`src/rtl/fpcvt_pkg.sv`:
```
// Shared constants and FSM encoding for the 8-bit float <-> 12-bit linear converters.
// The encoder and decoder both import this so the format is defined in one place.
package fpcvt_pkg;

  localparam int EXP_W = 3;
  localparam int MAN_W = 4;
  localparam int OUT_W = 12;

  // Largest decodable magnitude: all-ones mantissa at the largest exponent (15 << 7).
  localparam int MAX_MAG = ((1 << MAN_W) - 1) << ((1 << EXP_W) - 1);

  typedef enum logic [1:0] {
    IDLE  = 2'd0,
    SHIFT = 2'd1,
    SIGN  = 2'd2,
    HOLD  = 2'd3
  } state_t;

endpackage

```
`src/rtl/fp_to_linear.sv`:
```
// Decodes {S, E, F} to D = (-1)^S * F * 2^E as a two's-complement word,
// shifting the mantissa one place per clock.
import fpcvt_pkg::*;

module fp_to_linear #(
  parameter int EXP_W_P = EXP_W,
  parameter int MAN_W_P = MAN_W,
  parameter int OUT_W_P = OUT_W
) (
  input  logic               clk,
  input  logic               rst,
  input  logic               in_valid,
  output logic               in_ready,
  input  logic               S,
  input  logic [EXP_W_P-1:0] E,
  input  logic [MAN_W_P-1:0] F,
  output logic               out_valid,
  input  logic               out_ready,
  output logic [OUT_W_P-1:0] D,
  output state_t             fsm_state
);

  // Handshake: a transfer happens on a rising edge where valid and ready are both high;
  // the source holds its data and valid until then, and the sink may drop ready at will.

  state_t               state;
  logic                 sign_q;
  logic [OUT_W_P-2:0]   mag;
  logic [EXP_W_P-1:0]   cnt;

  assign in_ready  = (state == IDLE) && !rst;
  assign fsm_state = state;

  always_ff @(posedge clk or posedge rst) begin
    if (rst) begin
      state     <= IDLE;
      sign_q    <= 1'b0;
      mag       <= '0;
      cnt       <= '0;
      D         <= '0;
      out_valid <= 1'b0;
    end else begin
      case (state)
        IDLE: begin
          // S/E/F are only looked at here, so X on them elsewhere never reaches state.
          if (in_valid) begin
            sign_q <= S;
            mag    <= {{(OUT_W_P-1-MAN_W_P){1'b0}}, F};
            cnt    <= E;
            state  <= SHIFT;
          end
        end
        SHIFT: begin
          if (cnt != '0) begin
            mag <= mag << 1;
            cnt <= cnt - 1'b1;
          end else begin
            state <= SIGN;
          end
        end
        SIGN: begin
          // Negating a zero magnitude gives zero, so -0 never appears as a code.
          D         <= sign_q ? -{1'b0, mag} : {1'b0, mag};
          out_valid <= 1'b1;
          state     <= HOLD;
        end
        HOLD: begin
          if (out_ready) begin
            out_valid <= 1'b0;
            state     <= IDLE;
          end
        end
        default: state <= IDLE;
      endcase
    end
  end

endmodule

```
`config.mk`:
```
export PLATFORM = sky130hd
export DESIGN_NAME = fp_to_linear
export DESIGN_NICKNAME = d
export VERILOG_FILES = /design/src/rtl/fpcvt_pkg.sv /design/src/rtl/fp_to_linear.sv
export SDC_FILE = /design/constraint.sdc
export NUM_CORES = 1
export LEC_CHECK = 0
export ABC_AREA = 1
export BUFFER_PORTS_ARGS = -buffer_cell sky130_fd_sc_hd__buf_4
export CORE_ASPECT_RATIO = 0.8
export CORE_MARGIN = 2
export CORE_UTILIZATION = 45
export DETAILED_ROUTE_END_ITERATION = 10
export PLACE_DENSITY = 0.66
export SYNTH_ARGS = -nofsm -noshare
export SYNTH_HDL_FRONTEND = slang
export SYNTH_SLANG_ARGS = --single-unit
```
`constraint.sdc`:
```
create_clock -name clk -period 1.8 [get_ports clk]
set_input_delay 0.18 -clock clk [delete_from_list [all_inputs] [get_ports clk]]
set_output_delay 0.18 -clock clk [all_outputs]
set_load 0.02 [all_outputs]
```
* Word-level counts from Yosys, hierarchy flattened
Cells that the tools add are included. W data, S select, Z words.
Operators by class: $add $sub $neg 2, reductions and logical operators 10, eq/ne operators 7, muxes and demuxes 13
Operators with widths (count):
- $mux W11 | 2
- $pmux W11 S2 | 1
- $mux W12 | 1
- $neg A11 Y12 | 1
- $ne A2 B2 Y1 const B | 4
- $pmux W2 S4 | 1
- $mux W2 | 3
- $mux W3 | 2
- $pmux W3 S2 | 1
- $reduce_and A3 Y1 | 2
- $eq A2 B2 Y1 const B | 2
- $reduce_and A2 Y1 | 2
- $reduce_bool A2 Y1 | 2
- $reduce_bool A3 Y1 | 1
- $sub A3 B1 Y3 const B | 1
- $eq A2 B1 Y1 const B | 1
- $logic_not A2 Y1 | 1
- $pmux W1 S2 | 1
- $logic_and A1 B1 Y1 | 1
- $logic_not A1 Y1 | 1
- $mux W1 | 1
Storage, ports and cells: logic and storage cells 38, flip-flop bits (word level) 30, input port bits 12, output and inout port bits 16

* Longest topological paths before layout
depth after elaboration 3, mapped depth 9, depth with buffers taken out 9

* Least setup slack after synthesis
Ideal clock, no wire load.
path type register -> register, start reg state[0] (netlist: fsm_state[0]), end reg mag[0], period minus slack after synthesis 1.662 ns, setup slack 0.138 ns, stages on the path, launching flop included 8, path buffers 1, setup time 0.121 ns, data arrival time 1.542 ns, required time 1.679 ns, path through dfrtp_1 inv_1 ha_1 inv_1 or2_1 a21boi_4 buf_6 o21ai_2
On the way: word-level cells in the longest chain between the ends 3, elaborated cells between the ends (all ways) 7, classes of those cells eq/ne: 3; mux: 1; reduce/logical: 3
RTL lines:
- start, declared | RTL line fp_to_linear.sv:26 | state_t state;
- start signal, assigned | RTL line fp_to_linear.sv:36 | state <= IDLE;
- start signal, assigned | RTL line fp_to_linear.sv:50 | state <= SHIFT;
- start signal, assigned | RTL line fp_to_linear.sv:58 | state <= SIGN;
- $eq A2 B1 Y1 or $logic_not A2 Y1 (tied branches) | RTL line fp_to_linear.sv:43 | case (state)
- $ne A2 B2 Y1 (no line) or $reduce_bool A2 Y1 (tied branches)
- $reduce_and A3 Y1 (no line)
- end signal, assigned | RTL line fp_to_linear.sv:48 | mag <= {{(OUT_W_P-1-MAN_W_P){1'b0}}, F};
- end signal, assigned | RTL line fp_to_linear.sv:55 | mag <= mag << 1;
- end, declared | RTL line fp_to_linear.sv:28 | logic [OUT_W_P-2:0] mag;
Several ways; a longest one is shown, not always the timed one. A chain may end at the register's enable or synchronous reset.

* Worst setup path in the final report
Ends and elaborated chain as after synthesis.

==> results.ini <==
[power]
p_leak_nw = 1.16
total_power_mw = 4.33
ir_worst_vdd_v = 0.00109
power.density_mw_per_mm2 = 1990

[synthesis]
ys_warn_count = 0
avgSynthCellArea_um2 = 8.11
netlist_area_mm2 = 0.00170
ys_ff_latch = 30
postSynthCellCount = 209
yosysUniqueCellTypes = 21
synth_nets = 229
ys_seq_area_share_pct = 44.3

[route]
vias = 1456
antenna_left = 0
via_per_inst = 4.94
drt_iter0_drc = 58
drc_errors = 0
wl_per_cell_um = 12.7
totalWireLength_um = 3740
drt_first_pass_iters = 4

[worst_setup_path]
cp_slowest_cell = dfrtp_1
ff2ff_setup_slack_ps = 140
slowest_delay_ps = 400
crit_required_ps = 1970
crit_cells = 8
start_kind = register
cp_top_family = flip-flops
r2r_end = mag[0]$_DFFE_PP0P_
path_class = reg -> reg
critPathCaptureType = register
path_common_cell = inv_1
crit_arrival_ps = 1830
rr_worst_depth = 8
cp-startpoint = fsm_state[0]$_DFFE_PP0P_
crit_chain = inv_1 -> ha_1 -> inv_1 -> or2_1 -> a21boi_4 -> buf_12 -> nand3_1 -> o21ai_2
worst-path-max-fanout = 13
crit_buf_inv = 3
critPathCapture = mag[0]$_DFFE_PP0P_
r2r_start = fsm_state[0]$_DFFE_PP0P_

[sta]
period_minus_slack_ps = 1660
tightestPinTransition_ps = 584
setup_viol = 0
hold_violations = 0
max-slew-margin-rel_pct = 61.0
fmaxAchievable_ghz = 0.603
period_share_pct = 92.1
rsz0062_at_grt = no
whs_ps = 108
setup_tns_ps = 0
finalClockSkew_ps = 7.49
drv_slew = 0

[final_layout]
final_layout_size_suffix_gt1_share_pct = 27.7
final_core_util_pct = 61.7
n_antenna_cell = 0
synthToLayoutAreaGrowth_pct = 28.0
fin_nets = 272

[clocking]
cts.sinks = 30
cts_tree = done
cts_buffers = 5
htreeDepth = 2
path_clk_slew_ps = 70
clock_path_buffers = 2
clk_latency_ps = 290
cts_root_buffer = clkbuf_8

[floorplan]
die-area_mm2 = 0.00428
die_y_um = 58.9
num_rows = 19
die_width_um = 72.6
ios = 28
core_mm2 = 0.00352
start_util_pct = 48.2

[global_routing]
grt_pass1_wl_um = 6380
grt_pass1_vias = 1387
grt-ovfl-total = 0
antenna_found_initial = 0
grt_usage_pct = 19.8
grt_max_degree = 31

[placement]
routabilityCongestion = 0.774
hpwl_um = 2500
portBuffers = 27

[job]
cap_violations = 0

[outcome]
status = finished, final reports clean

[worst_hold_path]
hold_path_class = in -> reg

==> flip-flops by register name (all words and copies together) (netlist names) <==
name and cells:
cnt 3, sign_q 1, D 12, fsm_state 2, mag 11, out_valid 1
==> how the worst min path moves through the flow <==
stage                     cells after the start  slack [ps]  startpoint                        to
after floorplan                               1         270         rst          D[0]$_DFFE_PP0P_
after global placement                        3         300         rst  fsm_state[1]$_DFFE_PP0P_
final                                         2         110    in_valid        sign_q$_DFFE_PP0P_
after detailed placement                      3         300         rst  fsm_state[1]$_DFFE_PP0P_
after global routing                          2         130    in_valid        sign_q$_DFFE_PP0P_
after CTS                                     2         100    in_valid        sign_q$_DFFE_PP0P_
==> worst register-to-register path, cell delays in order, from the launching register on <==
cell	delay (ps)
dfrtp_1	400
inv_1	110
ha_1	230
inv_1	70
or2_1	270
a21boi_4	170
buf_12	150
nand3_1	80
o21ai_2	60
==> cell usage in the layout (no fill, tap or decap) <==
master and count:
o2bb2ai_1 1, bufinv_16 1, buf_4 40, ha_1 8, nor2_1 16, nand2_2 3
a31oi_1 2, nand4_1 1, a21oi_1 3, inv_1 27, or2_1 1, a21boi_4 2
buf_12 2, clkbuf_8 5, o21ai_2 14, clkinv_4 1, dlygate4sd3_1 1, o211ai_1 1
clkinv_2 2, dfrtp_1 30, xor2_1 3, nand2_1 55, nand3_1 22, o21ai_0 12
==> layer usage <==
metal	track usage, %	wire length, um	vias up
li1	-	-	749
met1	28.5	1880	659
met2	29.5	1610	41
met3	4.11	188	7
met4	7.14	63	0
met5	0	0	-
==> where the power goes <==
part	total [mW]	switching (mW)	internal, mW
Combinational	2.49	1.43	1.07
Clock	0.676	0.270	0.407
Sequential	1.16	0.206	0.953
==> logic make-up (layout without fill, tap and decap cells) <==
family,Yosys count,after routing,share of synthesized area [%]
fa+ha+maj,8,8,5.90
buf+inv,36,79,9.74
xor+xnor,3,3,1.55
compound gates,34,35,14.5
flops,30,30,44.3
simple gates,98,98,24.1
==> cells in the mapped netlist <==
cell type	n	area, um^2
xor2_1	3	26.3
clkinv_4	1	8.76
a21oi_1	3	15.0
a31oi_1	2	12.5
nor2_1	16	60.1
inv_1	27	101
or2_1	1	6.26
nand2_1	55	206
clkbuf_1	3	11.3
dfrtp_1	30	751
a21boi_4	1	18.8
nand3_1	22	110
o21ai_0	12	60.1
o21ai_2	14	123
buf_6	3	33.8
buf_2	2	10.0
o2bb2ai_1	1	8.76
ha_1	8	100
nand4_1	1	6.26
o211ai_1	1	7.51
nand2_2	3	18.8
==> metrics by stage <==
step	instance area (um^2)	setup WS, ps	cells
after global routing	2170	56.8	295
after floorplan	1700	138	209
after detailed placement	1990	-212	282
after CTS	2120	57.9	292
final	2170	142	295
after global placement	1990	-136	282
==> repair_timing <==
| action | CTS | global route |
|---|---|---|
| hold endpoints to repair | 30 | 0 |
| endpoints found under the setup margin | 14 | 14 |
| setup buffers | 0 | 3 |
| hold buffers | 1 | 0 |
| cloned | 1 | 0 |
| gates resized for setup | 1 | 0 |
==> layout make-up <==
class                   count  area [um^2]
fillers                   317         1350
clock inverters             3         40.0
clock buffers               5         68.8
flip-flops and latches     30          751
well taps                  42         52.6
repair buffers             43          350
multi-input cells         144          798
inverters                  28          110
No activity file was read; power rests on OpenSTA's default activity.
